File: config.mk
export PLATFORM = sky130hd
export DESIGN_NAME = parking_request_queue
export DESIGN_NICKNAME = d
export VERILOG_FILES = /design/src/rtl/parking_lot_pkg.sv /design/src/rtl/parking_req_fifo.sv /design/src/rtl/parking_request_queue.sv
export SDC_FILE = /design/constraint.sdc
export NUM_CORES = 1
export LEC_CHECK = 0
export BUFFER_PORTS_ARGS = -buffer_cell sky130_fd_sc_hd__buf_2
export CAP_MARGIN = 40
export CORE_ASPECT_RATIO = 0.7
export CORE_MARGIN = 1.5
export CORE_UTILIZATION = 32
export CTS_BUF_LIST = sky130_fd_sc_hd__clkbuf_4 sky130_fd_sc_hd__clkbuf_8
export CTS_CLUSTER_DIAMETER = 30
export DETAILED_ROUTE_END_ITERATION = 8
export PLACE_DENSITY_LB_ADDON = 0.1
export SETUP_SLACK_MARGIN = 0.4
export SYNTH_ARGS = -nofsm -noshare
export SYNTH_HDL_FRONTEND = slang
export SYNTH_HIERARCHICAL = 1
export SYNTH_SLANG_ARGS = --single-unit
File: constraint.sdc
create_clock -name clock -period 4.5 [get_ports clock]
set_input_delay 0.45 -clock clock [delete_from_list [all_inputs] [get_ports clock]]
set_output_delay 0.45 -clock clock [all_outputs]
set_load 0.005 [all_outputs]
File: src/rtl/parking_lot_pkg.sv
// Shared widths, task opcodes and FIFO entry layout for the parking request front end.
package parking_lot_pkg;

   localparam int PLATE_W    = 16;
   localparam int FLOOR_W    = 3;
   localparam int NUM_FLOORS = 7;

   typedef enum logic [1:0] {
      TASK_NONE = 2'd0,
      TASK_IN   = 2'd1,
      TASK_OUT  = 2'd2,
      TASK_LEAK = 2'd3
   } task_op_e;

   typedef struct packed {
      logic               is_out;
      logic [PLATE_W-1:0] plate;
   } fifo_entry_t;

   // Floors are 1-based: bit i of the bitmap stands for floor i+1. Returns 0 when nothing is set.
   function automatic logic [FLOOR_W-1:0] lowest_floor(input logic [NUM_FLOORS-1:0] bits);
      logic [FLOOR_W-1:0] f;
      f = '0;
      for (int i = NUM_FLOORS - 1; i >= 0; i--) begin
         if (bits[i]) f = FLOOR_W'(i + 1);
      end
      return f;
   endfunction

endpackage

File: src/rtl/parking_req_fifo.sv
// Arrival-ordered store of park/retrieve requests; full/empty derive from the occupancy count only.
module parking_req_fifo
   import parking_lot_pkg::*;
#(
   parameter int DEPTH = 4,
   localparam int AW = $clog2(DEPTH),
   localparam int CW = $clog2(DEPTH + 1)
) (
   input  logic          clk,
   input  logic          rst_n,
   input  logic          push_i,
   input  fifo_entry_t   data_i,
   input  logic          pop_i,
   output fifo_entry_t   data_o,
   output logic          full_o,
   output logic          empty_o,
   output logic [CW-1:0] count_o
);

   fifo_entry_t   mem_q [DEPTH];
   logic [AW-1:0] wr_ptr_q, wr_ptr_d;
   logic [AW-1:0] rd_ptr_q, rd_ptr_d;
   logic [CW-1:0] count_q, count_d;
   logic          do_push, do_pop;

   assign full_o  = (count_q == CW'(DEPTH));
   assign empty_o = (count_q == '0);
   assign count_o = count_q;
   assign data_o  = mem_q[rd_ptr_q];

   // A push into a full FIFO is still taken when the head leaves in the same cycle.
   assign do_push = push_i & (~full_o | pop_i);
   assign do_pop  = pop_i & ~empty_o;

   always_comb begin
      wr_ptr_d = wr_ptr_q;
      rd_ptr_d = rd_ptr_q;
      count_d  = count_q;
      if (do_push) wr_ptr_d = wr_ptr_q + AW'(1);
      if (do_pop)  rd_ptr_d = rd_ptr_q + AW'(1);
      if (do_push && !do_pop)      count_d = count_q + CW'(1);
      else if (!do_push && do_pop) count_d = count_q - CW'(1);
   end

   always_ff @(posedge clk or negedge rst_n) begin
      if (!rst_n) begin
         wr_ptr_q <= '0;
         rd_ptr_q <= '0;
         count_q  <= '0;
      end else begin
         wr_ptr_q <= wr_ptr_d;
         rd_ptr_q <= rd_ptr_d;
         count_q  <= count_d;
      end
   end

   always_ff @(posedge clk) begin
      if (do_push) mem_q[wr_ptr_q] <= data_i;
   end

endmodule

File: src/rtl/parking_request_queue.sv
// Request front end: edge-detects user strobes, keeps a leak bitmap ahead of an in/out FIFO,
// and presents one pending task at a time to the elevator controller.
module parking_request_queue
   import parking_lot_pkg::*;
#(
   parameter int DEPTH = 4
) (
   input  logic               clock,
   input  logic               reset,
   input  logic [PLATE_W-1:0] license_plate,
   input  logic               in_mode,
   input  logic               out_mode,
   input  logic               leakage,
   input  logic [FLOOR_W-1:0] leakage_floor,
   input  logic               todo_pop,
   output logic               todo_exists,
   output logic               todo_in,
   output logic               todo_out,
   output logic               todo_leak_move,
   output logic [PLATE_W-1:0] todo_license_plate,
   output logic [FLOOR_W-1:0] todo_leak_floor,
   output logic [FLOOR_W-1:0] queue_count,
   output logic               overflow,
   output logic               req_error
);

   localparam int CW = $clog2(DEPTH + 1);

   logic                  in_hist_q, out_hist_q, leak_hist_q;
   logic [NUM_FLOORS-1:0] leak_q, leak_d;
   logic                  overflow_q, overflow_d;
   logic                  req_error_q, req_error_d;

   logic                  in_edge, out_edge, leak_edge;
   logic                  push_req, leak_valid, leak_pending;
   logic                  pop_leak, pop_fifo;
   logic [FLOOR_W-1:0]    head_floor;
   logic [NUM_FLOORS-1:0] clr_mask, set_mask;
   task_op_e              cur_op;

   fifo_entry_t           push_entry, head_entry;
   logic                  fifo_full, fifo_empty;
   logic [CW-1:0]         fifo_count;

   assign in_edge   = in_mode & ~in_hist_q;
   assign out_edge  = out_mode & ~out_hist_q;
   assign leak_edge = leakage & ~leak_hist_q;

   always_comb begin
      push_req     = (in_edge | out_edge) & (|license_plate);
      leak_valid   = leak_edge & (|leakage_floor);
      // A simultaneous in+out keeps the retrieve and reports the dropped park.
      req_error_d  = (in_edge & out_edge)
                   | ((in_edge | out_edge) & ~(|license_plate))
                   | (leak_edge & ~(|leakage_floor));
      push_entry   = '{is_out: out_edge, plate: license_plate};

      leak_pending = |leak_q;
      head_floor   = lowest_floor(leak_q);
      pop_leak     = todo_pop & leak_pending;
      pop_fifo     = todo_pop & ~leak_pending & ~fifo_empty;
      overflow_d   = push_req & fifo_full & ~pop_fifo;

      clr_mask = '0;
      set_mask = '0;
      if (pop_leak)   clr_mask = NUM_FLOORS'(1) << (head_floor - FLOOR_W'(1));
      if (leak_valid) set_mask = NUM_FLOORS'(1) << (leakage_floor - FLOOR_W'(1));
      leak_d = (leak_q & ~clr_mask) | set_mask;
   end

   parking_req_fifo #(.DEPTH(DEPTH)) u_fifo (
      .clk     (clock),
      .rst_n   (reset),
      .push_i  (push_req),
      .data_i  (push_entry),
      .pop_i   (pop_fifo),
      .data_o  (head_entry),
      .full_o  (fifo_full),
      .empty_o (fifo_empty),
      .count_o (fifo_count)
   );

   always_comb begin
      cur_op = TASK_NONE;
      if (leak_pending)     cur_op = TASK_LEAK;
      else if (!fifo_empty) cur_op = head_entry.is_out ? TASK_OUT : TASK_IN;

      todo_in            = (cur_op == TASK_IN);
      todo_out           = (cur_op == TASK_OUT);
      todo_leak_move     = (cur_op == TASK_LEAK);
      todo_exists        = todo_in | todo_out | todo_leak_move;
      todo_license_plate = (todo_in | todo_out) ? head_entry.plate : '0;
      todo_leak_floor    = todo_leak_move ? head_floor : '0;
   end

   assign queue_count = FLOOR_W'(fifo_count);
   assign overflow    = overflow_q;
   assign req_error   = req_error_q;

   always_ff @(posedge clock or negedge reset) begin
      if (!reset) begin
         in_hist_q   <= 1'b0;
         out_hist_q  <= 1'b0;
         leak_hist_q <= 1'b0;
         leak_q      <= '0;
         overflow_q  <= 1'b0;
         req_error_q <= 1'b0;
      end else begin
         in_hist_q   <= in_mode;
         out_hist_q  <= out_mode;
         leak_hist_q <= leakage;
         leak_q      <= leak_d;
         overflow_q  <= overflow_d;
         req_error_q <= req_error_d;
      end
   end

endmodule

==> metrics <==
GRT Resource Usage Total=13.3%; Routed WL=7.43 mm; mean number of vias per cell=4.62; asr flop ratio synth=21.8%; Reg power frac=42.3%; Clock Skew=0.00711 ns; Net Sw Frac=33.8%; fin area=4440 sq um; status=finished clean; clk_lat worst skew=0.36 ns; drt pass-1 iters=4; initial core utilization=33.6%; Die X=133 um; Distinct cells, synth=41; area occupied by multi-input gates=1160 sq um; Sink Count=87; clock network power share=18.7%; DR WL/cell=16.9 um; Seq/Total Area, Yosys=66.7%; Layout Area Growth over Synthesis=17.5%; Pwr Density=596 nW/um^2; Pwr Total=2.64 mW; fraction of layout cells with a size suffix above 1=31.0%; EDFF count, synth=68; Combinational Power Share=39.0%; CP max FO=9; initial antenna violation count=0; cts hold-fix bufs=0; hold slack=0.0319 ns; Vias=2033; RSZ-0062 raised after global routing=no; dpl cell area=4260 sq um; Remaining Overflow, GRT=0; clock root buffer=clkbuf_8; Die H=93.9 um; # IOs=53; Antenna Cells=0; Slew Limit Fails=0; post-CTS resize count=0; Seq. cell area=2520 sq um; worst hold path type=in -> async; full die area=12500 sq um; Simple-Gate Fraction of Synth Area=9.61%; Synth Flop Type=edfxtp_1; # setup viols final=0; RD Place Congestion=0.698; Antenna Violating Nets Remaining=0; site row count=32; P_leak=1.68 nW; most common cell after layout, fill and taps aside=edfxtp_1; compound-gate portion of the synthesized area=3.88%; element type at the critical path end=register; DRC=0; Cell Area, Synth=3770 sq um; P_sw=0.893 mW; Port-buffer cells=52; Sum Neg Setup Slack=0 ns; Core Footprint=11300 sq um; mux cell area share after synthesis=11.6%; Fill cells=1047; placed wire-length estimate=5.05 mm; CTS tree=done; crit path time final=3.16 ns; Max-Cap Viols=0; largest family of logic cells by synthesized area=multiplexers; CTS clock-pin slew for the worst setup and hold paths=0.09 ns; VDD IR max=0.214 mV; NumNets Final=318; global-route wire length before repair=11.9 mm; fmax=317 MHz; Critical Path Source Type=register; YS warnings=6; DRT iter0 DRCs=124; Synth Area in XOR/XNOR=1.39%; Worst-Margin Slew=0.863 ns; final period utilization=70.1%; commonest cells after routing, fill and taps aside=edfxtp_1 (68), buf_2 (52), nor2b_1 (19), dfrtp_1 (19), inv_1 (11); CP required=4.78 ns; Syn Area/Cell=17.2 sq um; largest net degree at the start of global routing=20; Clock Path Buffers=2; critical path type=reg -> reg; Critical Path AT=3.44 ns; H-tree Lvls=3; Mapped Nets=256; flops & latches, synth=87; Cell Int Power=1.75 mW; Post-Synthesis Cells=220; Final Hold Vio Count=0; total CTS buffers=9; number of global-route vias before repair=2082; worst slew margin relative to its limit=42.5%; Setup Fix Bufs, Post-CTS=0; adder-cell share of the synthesized area=4.11%
==> final cells by class <==
cell class	instances	share of cell area (%)
Clock buffer	9	2.79
Clock inverter	7	1.21
Inverter	11	0.931
Multi-Input combinational cell	115	26.1
Sequential cell	87	56.7
Tap cell	153	4.31
Timing Repair Buffer	58	7.95
==> kinds of logic after synthesis <==
kind of cell	Yosys count
flip-flops	87
buffers and inverters	18
adder cells (fa/ha/maj)	12
AND/OR/NAND/NOR	58
multiplexers	19
AO/OA/AOI/OAI	20
XOR/XNOR	6
==> worst max-delay path, stage by stage, from the launching register on <==
cell and delay [ns]:
dfrtp_1 0.47, or4b_4 0.57, nor3_1 0.51, inv_1 0.12, a21boi_2 0.32, ha_1 0.25
inv_1 0.06, fa_1 0.37, xor2_1 0.17, nor2_1 0.11, xor2_1 0.14
==> worst paths after layout <==
kind	start	end	slack [ns]	depth (start not counted)
worst min register to register	u_fifo/count_o[2]	u_fifo/count_o[2]	0.52	1
worst max register to register	leak_q[1]	u_fifo/count_o[2]	1.34	10
worst max-delay path	leak_q[1]	u_fifo/count_o[2]	1.34	10
worst min-delay path	reset	req_error	0.03	1
min in group clock	leakage	leak_hist_q	0.21	1
max in group asynchronous	reset	leak_q[0]	4.15	1
==> power by group through the flow <==
stage	combinational, mW	sequential [mW]	clock [mW]
final	1.03	1.12	0.496
after detailed placement	1.06	1.14	0
after global placement	1.02	1.14	0
after CTS	1.06	1.12	0.516
after floorplan	0.683	1.12	0
after global routing	1.15	1.14	0.551
==> state kept, by name, indices dropped and copies added (netlist names) <==
signal	count
leak_hist_q	1
u_fifo/rd_ptr_q	2
req_error	1
u_fifo/count_o	3
u_fifo/mem_q	68
in_hist_q	1
leak_q	7
u_fifo/wr_ptr_q	2
out_hist_q	1
overflow	1
==> synth_stat cells (all sizes together), types with 5 or more instances <==
| master | count | area (sq um) |
|---|---|---|
| buf | 5 | 52.6 |
| dfrtp | 19 | 475 |
| edfxtp | 68 | 2040 |
| ha | 10 | 125 |
| inv | 11 | 41.3 |
| mux4 | 17 | 417 |
| nand2 | 8 | 30.0 |
| nor2 | 5 | 18.8 |
| nor2b | 19 | 119 |
| nor3 | 5 | 25.0 |
| nor4 | 5 | 46.3 |
| o21ai | 6 | 30.0 |
==> routing by layer <==
layer | track usage (%) | part of all wire, %
met1 | 18.9 | 53
met2 | 18.8 | 42
met3 | 5.07 | 4.4
met4 | 3.57 | 0.97
met5 | 0 | 0
==> metrics by stage <==
step	cells	utilization, %	setup slack [ns]
finish	440	39.4	1.34
global route	440	39.4	1.16
CTS	440	39.4	1.31
detailed placement	424	37.9	1.40
global placement	421	37.2	1.31
floorplan	220	-	1.80
Note: power is estimated with default switching activity, not from simulation.
